**config.mk**
```make
export PLATFORM = sky130hd
export DESIGN_NAME = fifo_rd_arbiter_flat
export DESIGN_NICKNAME = d
export VERILOG_FILES = /design/src/rtl/fifo_rd_arbiter_pkg.sv /design/src/rtl/fifo_rd_arbiter_if.sv /design/src/rtl/fifo_rd_arbiter_rr_arbiter.sv /design/src/rtl/fifo_rd_arbiter.sv /design/src/flat_wrapper.sv
export SDC_FILE = /design/constraint.sdc
export NUM_CORES = 1
export LEC_CHECK = 0
export CORE_AREA = 2 2 449 451
export DETAILED_ROUTE_END_ITERATION = 8
export DIE_AREA = 0 0 451 453
export PLACE_DENSITY = 0.31
export SLEW_MARGIN = 0
export SYNTH_ARGS = -nofsm -noshare
export SYNTH_HDL_FRONTEND = slang
export SYNTH_HIERARCHICAL = 1
export SYNTH_SLANG_ARGS = --single-unit
```
**constraint.sdc**
```tcl
create_clock -name clk -period 68.8 [get_ports clk]
set_input_delay 20.64 -clock clk [delete_from_list [all_inputs] [get_ports clk]]
set_output_delay 20.64 -clock clk [all_outputs]
set_load 0.01 [all_outputs]
```
**src/rtl/fifo_rd_arbiter_pkg.sv**
```systemverilog
// Shared types and constants for the FIFO read-port arbiter.
// Includes the FSM state encoding and the pointer width.
package fifo_arb_pkg;

  localparam int unsigned PTR_W  = 32;
  // Wide enough for RD_LATENCY-1 with RD_LATENCY up to 4.
  localparam int unsigned WAIT_W = 2;

  typedef enum logic [2:0] {
    StIdle,
    StIssue,
    StWait,
    StCheck,
    StDeliver
  } arb_state_e;

  // Reset value of the pointer registers: the slot just before slot 0.
  function automatic logic [PTR_W-1:0] ptr_reset(int unsigned depth);
    return PTR_W'(depth - 1);
  endfunction

endpackage

```
**src/rtl/fifo_rd_arbiter_if.sv**
```systemverilog
// Consumer-side and FIFO-side signals of the read arbiter.
// The master modport is the arbiter; the slave modport is its environment.
interface fifo_rd_arbiter_if
  import fifo_arb_pkg::*;
#(
  parameter int unsigned N_REQ = 4,
  parameter int unsigned WIDTH = 512
);

  logic [N_REQ-1:0] req;
  logic [N_REQ-1:0] rsp_valid;
  logic [N_REQ-1:0] rsp_ready;
  logic [WIDTH-1:0] rsp_data;
  logic [PTR_W-1:0] rsp_ptr;
  logic             retry_err;
  logic             busy;
  logic             fifo_rd_en;
  logic [WIDTH-1:0] fifo_data_out;
  logic [PTR_W-1:0] fifo_ptr;
  logic             fifo_empty;
  logic [PTR_W-1:0] fifo_mon_ptr;

  modport master (
    input  req, rsp_ready, fifo_data_out, fifo_ptr, fifo_empty,
    output rsp_valid, rsp_data, rsp_ptr, retry_err, busy, fifo_rd_en, fifo_mon_ptr
  );

  modport slave (
    output req, rsp_ready, fifo_data_out, fifo_ptr, fifo_empty,
    input  rsp_valid, rsp_data, rsp_ptr, retry_err, busy, fifo_rd_en, fifo_mon_ptr
  );

endinterface

```
**src/rtl/fifo_rd_arbiter_rr_arbiter.sv**
```systemverilog
// Combinational round-robin arbiter: picks the first set request at or after
// rr_ptr, wrapping N_REQ-1 -> 0, and returns it as one-hot grant plus index.
module rr_arbiter #(
  parameter int unsigned N_REQ = 4,
  localparam int unsigned IdxW = $clog2(N_REQ)
) (
  input  logic [N_REQ-1:0] req,
  input  logic [IdxW-1:0]  rr_ptr,
  output logic [N_REQ-1:0] gnt,
  output logic [IdxW-1:0]  gnt_idx
);

  logic [IdxW:0]   sum;
  logic [IdxW-1:0] cand;
  logic            found;

  always_comb begin
    gnt     = '0;
    gnt_idx = '0;
    found   = 1'b0;
    sum     = '0;
    cand    = '0;
    for (int i = 0; i < int'(N_REQ); i++) begin
      // Extra bit on sum keeps rr_ptr + i from overflowing before the wrap.
      sum = {1'b0, rr_ptr} + (IdxW + 1)'(i);
      if (sum >= (IdxW + 1)'(N_REQ)) begin
        sum = sum - (IdxW + 1)'(N_REQ);
      end
      cand = sum[IdxW-1:0];
      if (!found && req[cand]) begin
        found     = 1'b1;
        gnt_idx   = cand;
        gnt[cand] = 1'b1;
      end
    end
  end

endmodule

```
**src/rtl/fifo_rd_arbiter.sv**
```systemverilog
// Shares the FIFO read port among N_REQ consumers. Duplicate words (pointer equal
// to the last delivered one) are discarded and re-read up to MAX_RETRY times.
module fifo_rd_arbiter
  import fifo_arb_pkg::*;
#(
  parameter int unsigned N_REQ      = 4,
  parameter int unsigned WIDTH      = 512,
  parameter int unsigned DEPTH      = 64,
  parameter int unsigned RD_LATENCY = 1,
  parameter int unsigned MAX_RETRY  = 8
) (
  input logic              clk,
  input logic              rst,
  fifo_rd_arbiter_if.master bus
);

  localparam int unsigned IdxW   = $clog2(N_REQ);
  localparam int unsigned RetryW = $clog2(MAX_RETRY + 1);

  arb_state_e        state_q, state_d;
  logic [IdxW-1:0]   rr_ptr_q, rr_ptr_d;
  logic [IdxW-1:0]   gnt_idx_q, gnt_idx_d;
  logic [WAIT_W-1:0] wait_cnt_q, wait_cnt_d;
  logic [RetryW-1:0] retry_cnt_q, retry_cnt_d;
  logic [WIDTH-1:0]  cap_data_q, cap_data_d;
  logic [PTR_W-1:0]  cap_ptr_q, cap_ptr_d;
  logic [PTR_W-1:0]  last_ptr_q, last_ptr_d;
  logic [PTR_W-1:0]  mon_ptr_q, mon_ptr_d;
  logic              hold_q, hold_d;

  logic [N_REQ-1:0]  arb_gnt;
  logic [IdxW-1:0]   arb_idx;
  logic [IdxW-1:0]   gnt_next;
  logic [RetryW-1:0] retry_inc;
  logic              retry_err;

  rr_arbiter #(
    .N_REQ (N_REQ)
  ) u_rr_arbiter (
    .req     (bus.req),
    .rr_ptr  (rr_ptr_q),
    .gnt     (arb_gnt),
    .gnt_idx (arb_idx)
  );

  assign gnt_next  = (gnt_idx_q == IdxW'(N_REQ - 1)) ? '0 : gnt_idx_q + IdxW'(1);
  assign retry_inc = retry_cnt_q + RetryW'(1);

  always_comb begin
    state_d     = state_q;
    rr_ptr_d    = rr_ptr_q;
    gnt_idx_d   = gnt_idx_q;
    wait_cnt_d  = wait_cnt_q;
    retry_cnt_d = retry_cnt_q;
    cap_data_d  = cap_data_q;
    cap_ptr_d   = cap_ptr_q;
    last_ptr_d  = last_ptr_q;
    mon_ptr_d   = mon_ptr_q;
    hold_d      = hold_q;
    retry_err   = 1'b0;

    case (state_q)
      StIdle: begin
        if (|arb_gnt && !bus.fifo_empty) begin
          gnt_idx_d   = arb_idx;
          retry_cnt_d = '0;
          state_d     = StIssue;
        end
      end
      StIssue: begin
        wait_cnt_d = WAIT_W'(RD_LATENCY - 1);
        state_d    = StWait;
      end
      StWait: begin
        if (wait_cnt_q == '0) begin
          cap_data_d = bus.fifo_data_out;
          cap_ptr_d  = bus.fifo_ptr;
          state_d    = StCheck;
        end else begin
          wait_cnt_d = wait_cnt_q - WAIT_W'(1);
        end
      end
      StCheck: begin
        if (hold_q) begin
          // Discard already accounted for; only waiting for data to reappear.
          if (!bus.fifo_empty) begin
            hold_d  = 1'b0;
            state_d = StIssue;
          end
        end else begin
          mon_ptr_d = cap_ptr_q;
          if (cap_ptr_q != last_ptr_q) begin
            last_ptr_d  = cap_ptr_q;
            retry_cnt_d = '0;
            state_d     = StDeliver;
          end else if (retry_inc == RetryW'(MAX_RETRY)) begin
            retry_err   = 1'b1;
            retry_cnt_d = '0;
            rr_ptr_d    = gnt_next;
            state_d     = StIdle;
          end else begin
            retry_cnt_d = retry_inc;
            if (bus.fifo_empty) begin
              hold_d = 1'b1;
            end else begin
              state_d = StIssue;
            end
          end
        end
      end
      StDeliver: begin
        if (bus.rsp_ready[gnt_idx_q]) begin
          rr_ptr_d = gnt_next;
          state_d  = StIdle;
        end
      end
      default: state_d = StIdle;
    endcase
  end

  always_ff @(posedge clk or posedge rst) begin
    if (rst) begin
      state_q     <= StIdle;
      rr_ptr_q    <= '0;
      gnt_idx_q   <= '0;
      wait_cnt_q  <= '0;
      retry_cnt_q <= '0;
      cap_data_q  <= '0;
      cap_ptr_q   <= '0;
      last_ptr_q  <= ptr_reset(DEPTH);
      mon_ptr_q   <= ptr_reset(DEPTH);
      hold_q      <= 1'b0;
    end else begin
      state_q     <= state_d;
      rr_ptr_q    <= rr_ptr_d;
      gnt_idx_q   <= gnt_idx_d;
      wait_cnt_q  <= wait_cnt_d;
      retry_cnt_q <= retry_cnt_d;
      cap_data_q  <= cap_data_d;
      cap_ptr_q   <= cap_ptr_d;
      last_ptr_q  <= last_ptr_d;
      mon_ptr_q   <= mon_ptr_d;
      hold_q      <= hold_d;
    end
  end

  assign bus.rsp_valid    = (state_q == StDeliver) ? (N_REQ'(1) << gnt_idx_q) : '0;
  assign bus.rsp_data     = cap_data_q;
  assign bus.rsp_ptr      = cap_ptr_q;
  assign bus.retry_err    = retry_err;
  assign bus.busy         = (state_q != StIdle);
  assign bus.fifo_rd_en   = (state_q == StIssue);
  assign bus.fifo_mon_ptr = mon_ptr_q;

endmodule

```
**src/flat_wrapper.sv**
```systemverilog
// flat-port wrapper written by rule: the top's interface ports become plain ports
module fifo_rd_arbiter_flat import fifo_arb_pkg::*;
#(
  parameter int unsigned N_REQ      = 4,
  parameter int unsigned WIDTH      = 512,
  parameter int unsigned DEPTH      = 64,
  parameter int unsigned RD_LATENCY = 1,
  parameter int unsigned MAX_RETRY  = 8
)
  (clk, rst, bus_req, bus_rsp_ready, bus_fifo_data_out, bus_fifo_ptr, bus_fifo_empty, bus_rsp_valid, bus_rsp_data, bus_rsp_ptr, bus_retry_err, bus_busy, bus_fifo_rd_en, bus_fifo_mon_ptr);
  fifo_rd_arbiter_if #(.N_REQ(N_REQ), .WIDTH(WIDTH)) bus_i ();
  input logic clk;
  input logic rst;
  input wire logic [$bits(bus_i.req)-1:0] bus_req;
  input wire logic [$bits(bus_i.rsp_ready)-1:0] bus_rsp_ready;
  input wire logic [$bits(bus_i.fifo_data_out)-1:0] bus_fifo_data_out;
  input wire logic [$bits(bus_i.fifo_ptr)-1:0] bus_fifo_ptr;
  input wire logic [$bits(bus_i.fifo_empty)-1:0] bus_fifo_empty;
  output wire logic [$bits(bus_i.rsp_valid)-1:0] bus_rsp_valid;
  output wire logic [$bits(bus_i.rsp_data)-1:0] bus_rsp_data;
  output wire logic [$bits(bus_i.rsp_ptr)-1:0] bus_rsp_ptr;
  output wire logic [$bits(bus_i.retry_err)-1:0] bus_retry_err;
  output wire logic [$bits(bus_i.busy)-1:0] bus_busy;
  output wire logic [$bits(bus_i.fifo_rd_en)-1:0] bus_fifo_rd_en;
  output wire logic [$bits(bus_i.fifo_mon_ptr)-1:0] bus_fifo_mon_ptr;
  assign bus_i.req = bus_req;
  assign bus_i.rsp_ready = bus_rsp_ready;
  assign bus_i.fifo_data_out = bus_fifo_data_out;
  assign bus_i.fifo_ptr = bus_fifo_ptr;
  assign bus_i.fifo_empty = bus_fifo_empty;
  assign bus_rsp_valid = bus_i.rsp_valid;
  assign bus_rsp_data = bus_i.rsp_data;
  assign bus_rsp_ptr = bus_i.rsp_ptr;
  assign bus_retry_err = bus_i.retry_err;
  assign bus_busy = bus_i.busy;
  assign bus_fifo_rd_en = bus_i.fifo_rd_en;
  assign bus_fifo_mon_ptr = bus_i.fifo_mon_ptr;
  fifo_rd_arbiter #(.N_REQ(N_REQ), .WIDTH(WIDTH), .DEPTH(DEPTH), .RD_LATENCY(RD_LATENCY), .MAX_RETRY(MAX_RETRY)) u_core (.clk(clk), .rst(rst), .bus(bus_i));
endmodule
```
Word-level counts from Yosys, hierarchy flattened
Cells that the tools add are included. Widths: inputs -> output; s select.

Multipliers: 0. Order comparisons: 13. Mux-type cells: 63. Bitwise logic cells: 4. Add/sub/neg operators: 10. Shifts and indexed selects: 1. Equality and inequality tests: 14. Reductions and logical operators: 27. Div/mod/pow operators: 0.

Operators with widths (number): $mux 4 (9); $ne 32x32->1 (1); $mux 2 (14); $mux 3 (7); $mux 1 (20); $lt 2x3->1 const B (5); $pmux 3 s5 (1); $or 4x4->4 (3); $bmux 1 s2 (5); $sub 2x1->2 const B (5); $ge 3x3->1 const B (3); $reduce_and 3->1 (3); $demux 1 s2 (4); $ge 2x1->1 const B (4); $logic_and 1x1->1 (8); $ne 2x1->1 const B (4); $pmux 2 s2 (2); $pmux 4 s2 (1); $reduce_and 2->1 (4); $add 2x2->3 const B (2); $eq 3x2->1 const B (2); $ne 2x2->1 const B (3); $reduce_bool 2->1 (3); $reduce_and 5->1 (1); other kinds (15) (18).

Bits in latches: 0. Bits of input ports: 555. Output and inout port bits: 583. Logic and storage cells: 142. ROM bits: 0. Memories: 0. Memory bits (writable): 0. Bits in registers: 622.

Depth between registers and ports, before layout
Word-level depth: 18. Depth in mapped cells: 13. Depth with buffers taken out: 11.

By module
The synthesis kept the hierarchy.

By module, submodules not included: fifo_rd_arbiter (area an instance 23809.1 um^2, cells each 1429, sequential area each 15579.9 um^2, times used 1); rr_arbiter (area an instance 489.2 um^2, cells each 65, sequential area each 0.0 um^2, times used 1).

Worst setup path after synthesis
No wires, ideal clock.

Path type: in2reg. Start point: input port bus_req[0]. End point: register u_core.retry_cnt_q[1]. Required time: 68679 ps. Library setup time: 121 ps. Buffers on the path: 1. Stages on the path: 10. Data arrival time: 22850 ps. Path slack: 45829 ps. Cell sequence: clkbuf_2 > mux4_2 > nand2_1 > o21ai_0 > a221o_2 > nor4_1 > nor3_2 > or2_2 > and2_1 > a22o_1.

Longest elaborated chain between the ends: 16. Elaborated cells on any way between the ends: 28. Classes of those cells: 1 x eq/ne; 15 x mux; 3 x bitwise; 9 x reduce/logical.

Ends and longest elaborated chain: start: declaration (RTL line flat_wrapper.sv:14) `input wire logic [$bits(bus_i.req)-1:0] bus_req;`; $bmux 1 s2 (RTL line fifo_rd_arbiter_rr_arbiter.sv:30) `if (!found && req[cand]) begin`; $mux 1 (not written as such) (RTL line fifo_rd_arbiter_rr_arbiter.sv:30); $mux 1 (RTL line fifo_rd_arbiter_rr_arbiter.sv:30); $logic_not 1->1 (RTL line fifo_rd_arbiter_rr_arbiter.sv:30); $logic_and 1x1->1 (RTL line fifo_rd_arbiter_rr_arbiter.sv:30); $mux 1 (RTL line fifo_rd_arbiter_rr_arbiter.sv:30); $logic_not 1->1 (RTL line fifo_rd_arbiter_rr_arbiter.sv:30); $logic_and 1x1->1 (RTL line fifo_rd_arbiter_rr_arbiter.sv:30); $mux 1 (RTL line fifo_rd_arbiter_rr_arbiter.sv:30); $logic_not 1->1 (RTL line fifo_rd_arbiter_rr_arbiter.sv:30); $logic_and 1x1->1 (RTL line fifo_rd_arbiter_rr_arbiter.sv:30); $mux 4 (*) (RTL line fifo_rd_arbiter_rr_arbiter.sv:30); named net u_core.arb_gnt[1] (RTL line fifo_rd_arbiter.sv:31) `logic [N_REQ-1:0] arb_gnt;`; $reduce_or 4->1 (*) (RTL line fifo_rd_arbiter.sv:64) `if (|arb_gnt && !bus.fifo_empty) begin`; $logic_and 1x1->1 (*) (RTL line fifo_rd_arbiter.sv:64); $ne 2x1->1 (no line) (*); $reduce_and 3->1 (no line) (*); end signal: assignment (RTL line fifo_rd_arbiter.sv:138) `retry_cnt_q <= retry_cnt_d;`; end: declaration (RTL line fifo_rd_arbiter.sv:24) `logic [RetryW-1:0] retry_cnt_q, retry_cnt_d;`.

The timed path passes the listed nets; every way through them passes the cells marked *. The select of a mux whose other input is x is not followed. A chain may end at the register's enable or synchronous reset.

Final worst setup path
Start point: register u_core.last_ptr_q[0]. End point: output port bus_retry_err.

Longest elaborated chain between the ends: 4.

Ends and longest elaborated chain: start: declaration (RTL line fifo_rd_arbiter.sv:27) `logic [PTR_W-1:0] last_ptr_q, last_ptr_d;`; start signal: assignment (RTL line fifo_rd_arbiter.sv:130) `last_ptr_q <= ptr_reset(DEPTH);`; start signal: assignment (RTL line fifo_rd_arbiter.sv:141) `last_ptr_q <= last_ptr_d;`; $ne 32x32->1 (RTL line fifo_rd_arbiter.sv:92) `if (cap_ptr_q != last_ptr_q) begin`; $mux 1 (RTL line fifo_rd_arbiter.sv:92); $mux 1 (RTL line fifo_rd_arbiter.sv:84) `if (hold_q) begin`; $mux 1 (RTL line fifo_rd_arbiter.sv:62) `case (state_q)`; end: declaration (RTL line flat_wrapper.sv:22) `output wire logic [$bits(bus_i.retry_err)-1:0] bus_retry_err;`.

No other way between the ends.

==> impl_metrics.py <==
metrics = {
    "outcome": {
        "outcome": "completed",
    },
    "yosys": {
        "synth_area_leader_cell": "dfrtp_1",
        "synth-edff-count": 0,
        "synthTopCellsByArea": "dfrtp_1, mux2_2, mux2_1",
        "synth_area_per_cell_sq_um": 16.3,
        "yosysSeqAreaShare": 0.641,
        "synth_top_area_share": 0.628,
        "async_flop_share": 1.00,
        "yosysWarnings": 6,
        "yosysUniqueCellTypes": 54,
        "ys_ff_latch": 622,
        "synth_fp_nets": 2060,
        "synth_ff_type": "dfrtp_1",
        "syn_area_sq_um": 24300,
        "syn_inst": 1494,
    },
    "final_layout": {
        "utilization": 0.209,
        "stdcell_count": 5413,
        "nFillCells": 21295,
        "layout_common_cells": "clkdlybuf4s50_1, dfrtp_1, mux2_2",
        "multi_input_area_sq_um": 8260,
        "final_nets": 3232,
        "fin_area_sq_um": 41700,
        "area_growth_pct": 71.6,
        "layout-drive-gt1-share": 0.277,
        "final_common_cell": "clkdlybuf4s50_1",
        "seqCellArea_sq_um": 15600,
    },
    "detailed_routing": {
        "drc": 0,
        "wl_per_cell_um": 23.5,
        "ant_nets": 0,
        "vias": 17191,
        "drt-total-wl_mm": 127,
        "viasPerCell": 3.18,
        "drt_iter0_markers": 424,
        "dr.pass1.iters": 4,
    },
    "floorplanning": {
        "die_w_um": 451,
        "dieArea_sq_um": 204000,
        "initial_core_util": 0.122,
        "coreArea_sq_um": 199000,
        "rows": 164,
        "io_pins": 1138,
        "die_height_um": 453,
    },
    "power_and_ir_drop": {
        "power.density_nw_per_um2": 51.9,
        "seqPwrFrac": 0.314,
        "power_mw": 2.17,
        "p_int_mw": 1.41,
        "power_frac_comb": 0.473,
        "ir_worst_vdd_uv": 21.9,
        "switching_power_mw": 0.754,
        "p_leak_nw": 16.2,
        "p_sw_frac": 0.348,
        "clkPwrFrac": 0.213,
    },
    "setup_path": {
        "start_kind": "flop",
        "end_kind": "output port",
        "crit_required_ns": 48.16,
        "rrSetupSlack_ns": 63.36,
        "cp_max_fo": 8,
        "cp.arrival_ns": 3.41,
        "worstSetupPathType": "flop to output port",
    },
    "place": {
        "placed_area_sq_um": 38800,
        "io_buffers": 1137,
        "placed_cells": 5232,
        "detailedPlace.worstSlack_ns": 43.84,
        "dp_hpwl_mm": 99.8,
        "gp_congestion": 0.758,
    },
    "clock_network": {
        "clock_sink_count": 622,
        "post_cts_buffers": 0,
        "clockRootBuffer": "clkbuf_16",
        "worstSkewPairLatency_ns": 0.71,
        "cts_hold_repair.buffers": 0,
        "htreeDepth": 3,
        "clk_transition_reported_paths_ns": 0.06,
        "clk_path_buf_depth": 3,
        "cts_tree": "done",
        "numCtsBuffers": 88,
        "cts-resized-gates": 0,
    },
    "global_route": {
        "grt_pass1_vias": 18576,
        "gr-total-overflow": 0,
        "grt_usage": 0.121,
        "grt_pass1_wl_mm": 169,
        "antenna_found_initial": 46,
        "grt_max_degree": 132,
    },
    "timing": {
        "slew_headroom": 0.350,
        "setup_viol": 0,
        "hold_viol": 0,
        "rsz0062_at_grt": "false",
        "worst_slew_pin_slew_ns": 0.975,
        "finalSetupTns_ns": 0,
        "fin_crit_sh": 0.350,
        "timing.fmax_mhz": 41.6,
        "fin_worst_skew_ns": 0.0228,
        "finalMaxSlewViolations": 0,
        "setup_ws_ns": 44.75,
        "period_needed_ns": 24.05,
        "hold_ws_ns": 0.489,
    },
    "hold_path": {
        "hp-class": "flop to flop",
    },
    "flow_run": {
        "maxCapViolations": 0,
    },
}
[Yosys cell counts (5+ instances only)]
master,count
dfrtp_1,610
mux2_2,565
buf_2,48
mux2_1,43
xor2_1,32
nand2_1,17
buf_4,16
o21ai_0,14
dfstp_2,12
ha_1,11
inv_1,11
nor2_1,9
a22o_1,6
and3_1,6
nor4_1,6
nor3_1,5
[cell type report]
class / instances / share of cell area
Tap cell: 2656 / 0.0797
Inverter: 11 / 0.00117
Clock buffer: 132 / 0.0626
Timing Repair Buffer: 1157 / 0.277
Antenna cell: 25 / 0.00150
Clock inverter: 24 / 0.00579
Sequential cell: 622 / 0.374
Multi-Input combinational cell: 786 / 0.198
[cell families after synthesis]
group | synth area share
xor gates and xnor gates | 0.0115
adders and majority gates | 0.00566
and+or+nand+nor | 0.0200
muxes | 0.286
AOI/OAI and AO/OA | 0.0157
buffers and inverters | 0.0196
DFF | 0.641
[worst paths after layout]
| path | cells after the start | from | end |
|---|---|---|---|
| setup reg to reg | 8 | u_core/state_q[2] | u_core/bus.rsp_data[301] |
| setup / recovery | 6 | u_core/last_ptr_q[0] | bus_retry_err |
| max in group asynchronous | 6 | rst | u_core/bus.rsp_data[28] |
| hold reg to reg | 1 | u_core/bus.rsp_data[281] | u_core/bus.rsp_data[281] |
| min in group asynchronous | 2 | rst | u_core/bus.rsp_data[168] |
| hold / removal | 1 | u_core/bus.rsp_data[281] | u_core/bus.rsp_data[281] |
[worst max-delay path, stage by stage (launching register included)]
cell	delay, ns
dfstp_2	0.53
xor2_1	0.07
nor4_1	0.59
nand4_2	0.39
or2_2	0.42
nor2_1	0.11
clkdlybuf4s50_1	0.58
[power groups by stage]
stage	clock network (mW)	registers (mW)	logic (mW)
floorplan	0	0.745	0.400
global placement	0	0.686	1.06
detailed placement	0	0.687	1.05
CTS	0.486	0.685	1.06
global route	0.498	0.711	1.09
finish	0.460	0.681	1.02
[layer usage]
metal | vias up | GRT usage | part of all wire
li1 | 7750 | - | -
met5 | - | 0.00350 | 0.00065
met2 | 562 | 0.215 | 0.53
met1 | 8666 | 0.126 | 0.36
met4 | 14 | 0.0526 | 0.036
met3 | 199 | 0.0453 | 0.076
[state kept, by name (all words and copies together) (netlist names)]
signal / count
u_core/state_q: 3
u_core/bus.rsp_ptr: 32
u_core/retry_cnt_q: 4
u_core/bus.fifo_mon_ptr: 32
u_core/wait_cnt_q: 2
u_core/bus.rsp_data: 512
u_core/rr_ptr_q: 2
u_core/hold_q: 1
u_core/gnt_idx_q: 2
u_core/last_ptr_q: 32
No activity file was read; power rests on OpenSTA's default activity.
